[src/rtl/rx_backend_if.sv]
//==============================================================================
// Module      : rx_backend_if
// Description : Signal bundle between the UART receive front-end / register
//               file and the receive back-end FIFO.
// Revision    : 1.0 - initial release
//==============================================================================
`default_nettype none

interface rx_backend_if #(
  parameter int DEPTH = 4
);
  localparam int c_CW = $clog2(DEPTH) + 1;

  // Control register fields and front-end frame delivery
  logic            cr_ds_i;
  logic [1:0]      cr_p_i;
  logic            cr_s_i;
  logic [10:0]     frame_i;
  logic            parity_err_i;
  logic            frame_valid_i;

  // Register-file side of the FIFO
  logic [7:0]      rx_data_o;
  logic            rx_pe_o;
  logic            rx_fe_o;
  logic            rx_brk_o;
  logic            rx_valid_o;
  logic            rx_full_o;
  logic [c_CW-1:0] rx_count_o;
  logic            rx_read_i;
  logic            overrun_o;
  logic            overrun_clear_i;

  // The back-end itself
  modport slave (
    input  cr_ds_i, cr_p_i, cr_s_i, frame_i, parity_err_i, frame_valid_i,
    input  rx_read_i, overrun_clear_i,
    output rx_data_o, rx_pe_o, rx_fe_o, rx_brk_o, rx_valid_o, rx_full_o,
    output rx_count_o, overrun_o
  );

  // Front-end / register file driving the back-end
  modport master (
    output cr_ds_i, cr_p_i, cr_s_i, frame_i, parity_err_i, frame_valid_i,
    output rx_read_i, overrun_clear_i,
    input  rx_data_o, rx_pe_o, rx_fe_o, rx_brk_o, rx_valid_o, rx_full_o,
    input  rx_count_o, overrun_o
  );

endinterface

`default_nettype wire

[src/rtl/rx_backend.sv]
//==============================================================================
// Module      : rx_backend
// Description : UART receive back-end. Decodes data, framing error and break
//               from an aligned frame and queues them with the parity error in
//               a small FIFO; sticky overrun flag on dropped frames.
// Revision    : 1.0 - initial release
//==============================================================================
`default_nettype none

module rx_backend #(
  parameter int DEPTH = 4
) (
  input  wire logic     clk_i,
  input  wire logic     rst_i,
  rx_backend_if.slave   bus
);

  localparam int c_AW = $clog2(DEPTH);
  localparam int c_CW = c_AW + 1;
  localparam logic [c_CW-1:0] c_FULL = c_CW'(DEPTH);

  // Frame field decode
  logic [3:0]      w_s0;
  logic [3:0]      w_s1;
  logic [10:0]     w_low_mask;
  logic [7:0]      w_data;
  logic            w_fe;
  logic            w_brk;
  logic [10:0]     w_entry;

  // FIFO state
  logic [10:0]     r_mem [DEPTH];
  logic [c_AW-1:0] r_wr_ptr;
  logic [c_AW-1:0] r_rd_ptr;
  logic [c_CW-1:0] r_count;
  logic            r_overrun;

  logic            w_full;
  logic            w_empty;
  logic            w_pop;
  logic            w_wr;
  logic            w_drop;
  logic [10:0]     w_head;

  // Decode the frame using the control fields in effect on the push cycle
  always_comb begin
    w_s0       = 4'd7 + {3'b000, bus.cr_ds_i} + {3'b000, |bus.cr_p_i};
    w_s1       = w_s0 + 4'd1;
    // Bits below the first stop bit: data plus optional parity
    w_low_mask = (11'd1 << w_s0) - 11'd1;
    w_data     = bus.cr_ds_i ? bus.frame_i[7:0] : {1'b0, bus.frame_i[6:0]};
    w_fe       = ~bus.frame_i[w_s0] | (bus.cr_s_i & ~bus.frame_i[w_s1]);
    w_brk      = w_fe & ((bus.frame_i & w_low_mask) == 11'd0);
    w_entry    = {w_brk, w_fe, bus.parity_err_i, w_data};
  end

  assign w_full  = (r_count == c_FULL);
  assign w_empty = (r_count == '0);
  assign w_pop   = bus.rx_read_i & ~w_empty;
  // A simultaneous pop frees the slot, so a push on a full FIFO still lands
  assign w_wr    = bus.frame_valid_i & (~w_full | w_pop);
  assign w_drop  = bus.frame_valid_i & w_full & ~w_pop;

  // Entry storage; contents are don't-care until written
  always_ff @(posedge clk_i) begin
    if (!rst_i && w_wr) begin
      r_mem[r_wr_ptr] <= w_entry;
    end
  end

  // Pointers and occupancy counter
  always_ff @(posedge clk_i) begin
    if (rst_i) begin
      r_wr_ptr <= '0;
      r_rd_ptr <= '0;
      r_count  <= '0;
    end else begin
      if (w_wr) begin
        r_wr_ptr <= r_wr_ptr + c_AW'(1);
      end
      if (w_pop) begin
        r_rd_ptr <= r_rd_ptr + c_AW'(1);
      end
      case ({w_wr, w_pop})
        2'b10:   r_count <= r_count + c_CW'(1);
        2'b01:   r_count <= r_count - c_CW'(1);
        default: r_count <= r_count;
      endcase
    end
  end

  // Sticky overrun: a drop in the same cycle as a clear keeps the flag set
  always_ff @(posedge clk_i) begin
    if (rst_i) begin
      r_overrun <= 1'b0;
    end else if (w_drop) begin
      r_overrun <= 1'b1;
    end else if (bus.overrun_clear_i) begin
      r_overrun <= 1'b0;
    end
  end

  assign w_head          = r_mem[r_rd_ptr];
  assign bus.rx_data_o   = w_head[7:0];
  assign bus.rx_pe_o     = w_head[8];
  assign bus.rx_fe_o     = w_head[9];
  assign bus.rx_brk_o    = w_head[10];
  assign bus.rx_valid_o  = ~w_empty;
  assign bus.rx_full_o   = w_full;
  assign bus.rx_count_o  = r_count;
  assign bus.overrun_o   = r_overrun;

endmodule

`default_nettype wire
[src/flat_wrapper.sv]
// flat-port wrapper written by rule: the top's interface ports become plain ports
module rx_backend_flat 
#(
  parameter int DEPTH = 4
)
  (clk_i, rst_i, bus_cr_ds_i, bus_cr_p_i, bus_cr_s_i, bus_frame_i, bus_parity_err_i, bus_frame_valid_i, bus_rx_read_i, bus_overrun_clear_i, bus_rx_data_o, bus_rx_pe_o, bus_rx_fe_o, bus_rx_brk_o, bus_rx_valid_o, bus_rx_full_o, bus_rx_count_o, bus_overrun_o);
  rx_backend_if #(.DEPTH(DEPTH)) bus_i ();
  input  wire logic clk_i;
  input  wire logic rst_i;
  input wire logic [$bits(bus_i.cr_ds_i)-1:0] bus_cr_ds_i;
  input wire logic [$bits(bus_i.cr_p_i)-1:0] bus_cr_p_i;
  input wire logic [$bits(bus_i.cr_s_i)-1:0] bus_cr_s_i;
  input wire logic [$bits(bus_i.frame_i)-1:0] bus_frame_i;
  input wire logic [$bits(bus_i.parity_err_i)-1:0] bus_parity_err_i;
  input wire logic [$bits(bus_i.frame_valid_i)-1:0] bus_frame_valid_i;
  input wire logic [$bits(bus_i.rx_read_i)-1:0] bus_rx_read_i;
  input wire logic [$bits(bus_i.overrun_clear_i)-1:0] bus_overrun_clear_i;
  output wire logic [$bits(bus_i.rx_data_o)-1:0] bus_rx_data_o;
  output wire logic [$bits(bus_i.rx_pe_o)-1:0] bus_rx_pe_o;
  output wire logic [$bits(bus_i.rx_fe_o)-1:0] bus_rx_fe_o;
  output wire logic [$bits(bus_i.rx_brk_o)-1:0] bus_rx_brk_o;
  output wire logic [$bits(bus_i.rx_valid_o)-1:0] bus_rx_valid_o;
  output wire logic [$bits(bus_i.rx_full_o)-1:0] bus_rx_full_o;
  output wire logic [$bits(bus_i.rx_count_o)-1:0] bus_rx_count_o;
  output wire logic [$bits(bus_i.overrun_o)-1:0] bus_overrun_o;
  assign bus_i.cr_ds_i = bus_cr_ds_i;
  assign bus_i.cr_p_i = bus_cr_p_i;
  assign bus_i.cr_s_i = bus_cr_s_i;
  assign bus_i.frame_i = bus_frame_i;
  assign bus_i.parity_err_i = bus_parity_err_i;
  assign bus_i.frame_valid_i = bus_frame_valid_i;
  assign bus_i.rx_read_i = bus_rx_read_i;
  assign bus_i.overrun_clear_i = bus_overrun_clear_i;
  assign bus_rx_data_o = bus_i.rx_data_o;
  assign bus_rx_pe_o = bus_i.rx_pe_o;
  assign bus_rx_fe_o = bus_i.rx_fe_o;
  assign bus_rx_brk_o = bus_i.rx_brk_o;
  assign bus_rx_valid_o = bus_i.rx_valid_o;
  assign bus_rx_full_o = bus_i.rx_full_o;
  assign bus_rx_count_o = bus_i.rx_count_o;
  assign bus_overrun_o = bus_i.overrun_o;
  rx_backend #(.DEPTH(DEPTH)) u_core (.clk_i(clk_i), .rst_i(rst_i), .bus(bus_i));
endmodule
[config.mk]
export PLATFORM = sky130hd
export DESIGN_NAME = rx_backend_flat
export DESIGN_NICKNAME = d
export VERILOG_FILES = /design/src/rtl/rx_backend_if.sv /design/src/rtl/rx_backend.sv /design/src/flat_wrapper.sv
export SDC_FILE = /design/constraint.sdc
export NUM_CORES = 1
export LEC_CHECK = 0
export ABC_AREA = 1
export CAP_MARGIN = 20
export CORE_ASPECT_RATIO = 2
export CORE_MARGIN = 4
export CORE_UTILIZATION = 57
export CTS_CLUSTER_SIZE = 8
export DETAILED_ROUTE_END_ITERATION = 10
export PLACE_DENSITY_LB_ADDON = 0.08
export SLEW_MARGIN = 20
export SYNTH_ARGS = -nofsm -noshare
export SYNTH_HDL_FRONTEND = slang
export SYNTH_SLANG_ARGS = --single-unit
[constraint.sdc]
create_clock -name clk_i -period 3.1 [get_ports clk_i]
set_input_delay 0.62 -clock clk_i [delete_from_list [all_inputs] [get_ports clk_i]]
set_output_delay 0.62 -clock clk_i [all_outputs]
set_load 0.03 [all_outputs]
**After elaboration in Yosys (flattened, before gate mapping)**

Memories as Yosys holds them, arrays and structs flattened. A register that Yosys moved wholly into a read port is not among the register bits.
Cells that the tools add are included.

- Memories kept: 1
- Memory bits (writable): 44
- Bits in registers: 8
- Bits of input ports: 21

Memory list:

| memory | words | width | rd ports | clocked after memory_dff | wr ports | line | RTL |
|---|---|---|---|---|---|---|---|
| u_core.r_mem | 4 | 11 | 1 | 1 | 1 | rx_backend.sv:32 | `logic [10:0] r_mem [DEPTH];` |

- $add $sub $neg: 8
- Equality and inequality tests: 3
- Order comparisons: 2
- Bitwise operators: 14
- Shift-type cells: 1
- Mux-type cells: 12
- Reductions and logical operators: 7

Operators by type and width:

| kind | number |
|---|---|
| $and 11x11->11 | 1 |
| $logic_not 11->1 | 1 |
| $shl 1x4->11 const A | 1 |
| $sub 11x1->11 const B | 1 |
| $lt 4x5->1 const B | 2 |
| $bmux 1 s4 | 2 |
| $mux 8 | 1 |
| $and 1x1->1 | 6 |
| $mux 1 | 6 |
| $pmux 3 s2 | 1 |
| $not 1->1 | 5 |
| $add 2x1->2 const B | 2 |
| $add 3x1->4 const A | 1 |
| $add 4x1->4 | 1 |
| $add 4x1->4 const B | 1 |
| $mux 2 | 2 |
| $reduce_bool 2->1 | 2 |
| $add 3x1->3 const B | 1 |
| $eq 3x3->1 const B | 1 |
| $logic_not 3->1 | 1 |
| $sub 3x1->3 const B | 1 |
| $eq 2x1->1 const B | 1 |
| $eq 2x2->1 const B | 1 |
| $or 1x1->1 | 2 |
| other kinds (3) | 3 |

**Depth between registers and ports, before layout**

- Depth after elaboration: 9
- Gate-level depth with buffers: 11
- Depth with buffers taken out: 11

**Least setup slack after synthesis**

Ideal clock, no wire load.

- Path kind: register to register
- Start: register u_core.r_count[0] (netlist: u_core.bus.rx_count_o[0])
- End: memory u_core.r_mem[0][0] (enable)
- Slack: 1.177 ns
- Setup time: 0.378 ns
- Stages on the path, launching flop included: 7
- Required time: 2.722 ns
- Clock period less this slack: 1.923 ns
- Arrival time: 1.545 ns
- Cell sequence: dfxtp_1 -> inv_2 -> nand3_2 -> inv_2 -> nand2_1 -> nand3_1 -> nor2_1

- Elaborated cells on any way between the ends: 10

RTL lines:

| element | line | RTL |
|---|---|---|
| from (decl) | rx_backend.sv:35 | `logic [c_CW-1:0] r_count;` |
| from (signal assigned) | rx_backend.sv:85 | `2'b10: r_count <= r_count + c_CW'(1);` |
| from (signal assigned) | rx_backend.sv:86 | `2'b01: r_count <= r_count - c_CW'(1);` |
| from (signal assigned) | rx_backend.sv:87 | `default: r_count <= r_count;` |
| $eq 3x3->1 | rx_backend.sv:57 | `assign w_full = (r_count == c_FULL);` |
| named net bus_rx_full_o | flat_wrapper.sv:23 | `output wire logic [$bits(bus_i.rx_full_o)-1:0] bus_rx_full_o;` |
| $not 1->1 | rx_backend.sv:61 | `assign w_wr = bus.frame_valid_i & (~w_full \| w_pop);` |
| $or 1x1->1 | rx_backend.sv:61 |  |
| $and 1x1->1 | rx_backend.sv:61 |  |
| $logic_and 1x1->1 | rx_backend.sv:66 | `if (!rst_i && w_wr) begin` |
| $mux 1 | rx_backend.sv:66 |  |
| $mux 1 (implied by the code) | rx_backend.sv:67 | `r_mem[r_wr_ptr] <= w_entry;` |
| to (decl) | rx_backend.sv:32 |  |

The timed path passes the listed nets, and every way through them passes these cells.

==> flow_summary_export.csv <==
group,metric,value,unit
finish,area_delta_synth_final,21.92,%
cts,cts-htree-levels,2,
logic_synthesis,synth_cells,248,
sta,slew_viol_final,0,
grt,grt_max_degree,23,
place,dp_hpwl,3.937,mm
place,port_buffers,37,
sta,fin_crit_sh,92.07,%
detailed_routing,routedWlPerCell,15.18,um
sta,hold_viol_final,0,
sta,finalSetupTns,0,ns
logic_synthesis,synth_area,0.002511,mm2
power,design_power_total,0.001813,W
worst_setup_path,crit_path_end_kind,"output pin",
grt,grt_pass1_vias,1864,
sta,rsz0062_at_grt,"no",
grt,grt_util_all_layers,20.67,%
finish,diodes,0,
hold_path,hold_depth,2,
worst_setup_path,crit_type,"flop to output pin",
sta,worst_slew_pin_slew,0.4148,ns
logic_synthesis,syn_area_per_cell,10.13,um2
hold_path,min_path_type,"flop to flop",
sta,fin_skew,0.005012,ns
worst_setup_path,start_kind,"flop",
worst_setup_path,r2r_cells,7,
cts,hold_buffers,0,
job,cap_violations,0,
detailed_routing,vias,1849,
die,die_w,54.94,um
die,start_util,60.22,%
cts,cts.repair.resized,0,
worst_setup_path,cp.arrival,2.23,ns
logic_synthesis,synth_cell_types,23,
worst_setup_path,critPathMaxFanout,12,
detailed_routing,drc,0,
die,die_h,101.9,um
logic_synthesis,ys_seq_area_share,60.59,%
logic_synthesis,ys_warn_count,0,
place,place.gp.congestion,1.020,
cts,cts.sinks,54,
detailed_routing,drtPass1Iterations,4,
grt,gr-total-overflow,0,
sta,period_needed,2.854,ns
detailed_routing,drt-total-wl,5.252,mm
cts,cts_tree,"built",
die,rows,33,
cts,clk_latency,0.30,ns
cts,cts.path.max_buffers,2,
grt,grt_pass1_wl,8.100,mm
finish,nets,323,
sta,finalSetupViolations,0,
die,dieArea,0.005596,mm2
cts,postCtsSetupBuffers,0,
power,p_per_area,592.3,mW/mm2
detailed_routing,viasPerCell,5.344,
die,coreArea,0.004170,mm2
logic_synthesis,synth_nets,278,
detailed_routing,drt_iter0_markers,39,
cts,cts-buffers-inserted,5,
detailed_routing,ant_nets,0,
cts,clk_pin_slew,0.08,ns
sta,slew_headroom,72.31,%
worst_setup_path,required,2.48,ns
die,io-pin-count,38,
power,vdd_ir_drop_max,0.5578,mV
cts,cts_root_buf,"clkbuf_8",
power,power_leakage,1.219,nW
finish,drive_gt1_share,11.22,%
sta,fmax,350.4,MHz
outcome,status,"finished clean",
grt,antenna_found_initial,0,
logic_synthesis,ys_seq_elements,54,
## final timing paths
| check | start | to | slack, ns |
|---|---|---|---|
| max | flop | bus_rx_brk_o | 0.25 |
| max reg2reg | u_core.bus.rx_count_o[0]$_SDFFE_PP0P_ | u_core.r_mem[3][7]$_DFFE_PP_ | 1.38 |
| min | u_core.bus.overrun_o$_SDFFE_PP0P_ | u_core.bus.overrun_o$_SDFFE_PP0P_ | 0.47 |
| min reg2reg | u_core.bus.overrun_o$_SDFFE_PP0P_ | u_core.bus.overrun_o$_SDFFE_PP0P_ | 0.47 |
## logic make-up after synthesis
| logic type | after synthesis | synth area share, % |
|---|---|---|
| fa+ha+maj | 9 | 4.783 |
| simple gates | 88 | 16.29 |
| compound gates | 53 | 11.41 |
| flops | 54 | 60.59 |
| buf+inv | 44 | 6.926 |
## metrics by stage
step           instance area [um2]  util, %  setup WS (ns)  cells  hold slack [ns]
2_1_floorplan                 2511        -          1.177    248           0.4417
3_3_place_gp                  2972    71.26         0.4018    338           0.4550
3_5_place_dp                  2972    71.26         0.3867    338           0.4623
4_1_cts                       3062    73.42         0.2001    346           0.4771
5_1_grt                       3062    73.42         0.1269    346           0.5084
6_report                      3062    73.42         0.2457    346           0.4702
## cells in the final DEF (no fill, tap or decap), drive strengths merged
master / n
o21ai: 31
clkbuf: 8
edfxtp: 44
clkdlybuf4s50: 37
nand3: 18
fa: 1
nand4: 1
buf: 8
nor3: 1
ha: 8
o22ai: 11
nor2: 35
dfxtp: 10
nand2: 33
a21oi: 11
inv: 37
## worst max-delay path: stages (launching register included)
cell	delay, ns
dfxtp_1	0.45
inv_1	0.34
o21ai_0	0.19
o22ai_1	0.23
clkdlybuf4s50_1	0.72
## per-layer routing
layer	routed length (um)	track usage, %
met1	1802	18.34
met2	3060	40.97
met3	227	2.774
met4	161	10.11
met5	0	0
## layout make-up
class	instances	area, um2
multi-input cells	150	815.8
clock buffers	8	90.09
well taps	52	65.06
flip-flops and latches	54	1521
inverters	37	138.9
repair buffers	45	430.4
fillers	326	1109
## state kept, by name, summed over array words and instances, names as in the netlist, named ones only
register and flops:
u_core.bus.overrun_o 1, u_core.bus.rx_count_o 3, u_core.r_mem 44, u_core.r_rd_ptr 2, u_core.r_wr_ptr 2
## synthesized netlist by cell type
cell	number	share of area [%]
ha_1	8	4.0
nand2_4	2	0.90
inv_1	30	4.5
nand3_1	14	2.8
dfxtp_1	10	8.0
a21oi_1	9	1.8
nor2_4	1	0.45
edfxtp_1	44	53
nor2_1	34	5.1
o21ai_1	5	1.0
nand2_1	29	4.3
nand2_2	2	0.50
buf_2	1	0.20
a21oi_2	2	0.70
nor3_2	1	0.40
inv_2	7	1.0
nand4_1	1	0.25
nand3_2	4	1.6
o21ai_0	26	5.2
clkbuf_1	5	0.75
o22ai_1	11	2.7
buf_6	1	0.45
fa_1	1	0.80
## power breakdown
part           internal (W)  switching, W  total [W]
registers          0.000826     0.0000236   0.000849
clock network      0.000182      0.000204   0.000386
logic              0.000220      0.000358   0.000578
No activity file was read; power rests on OpenSTA's default activity.
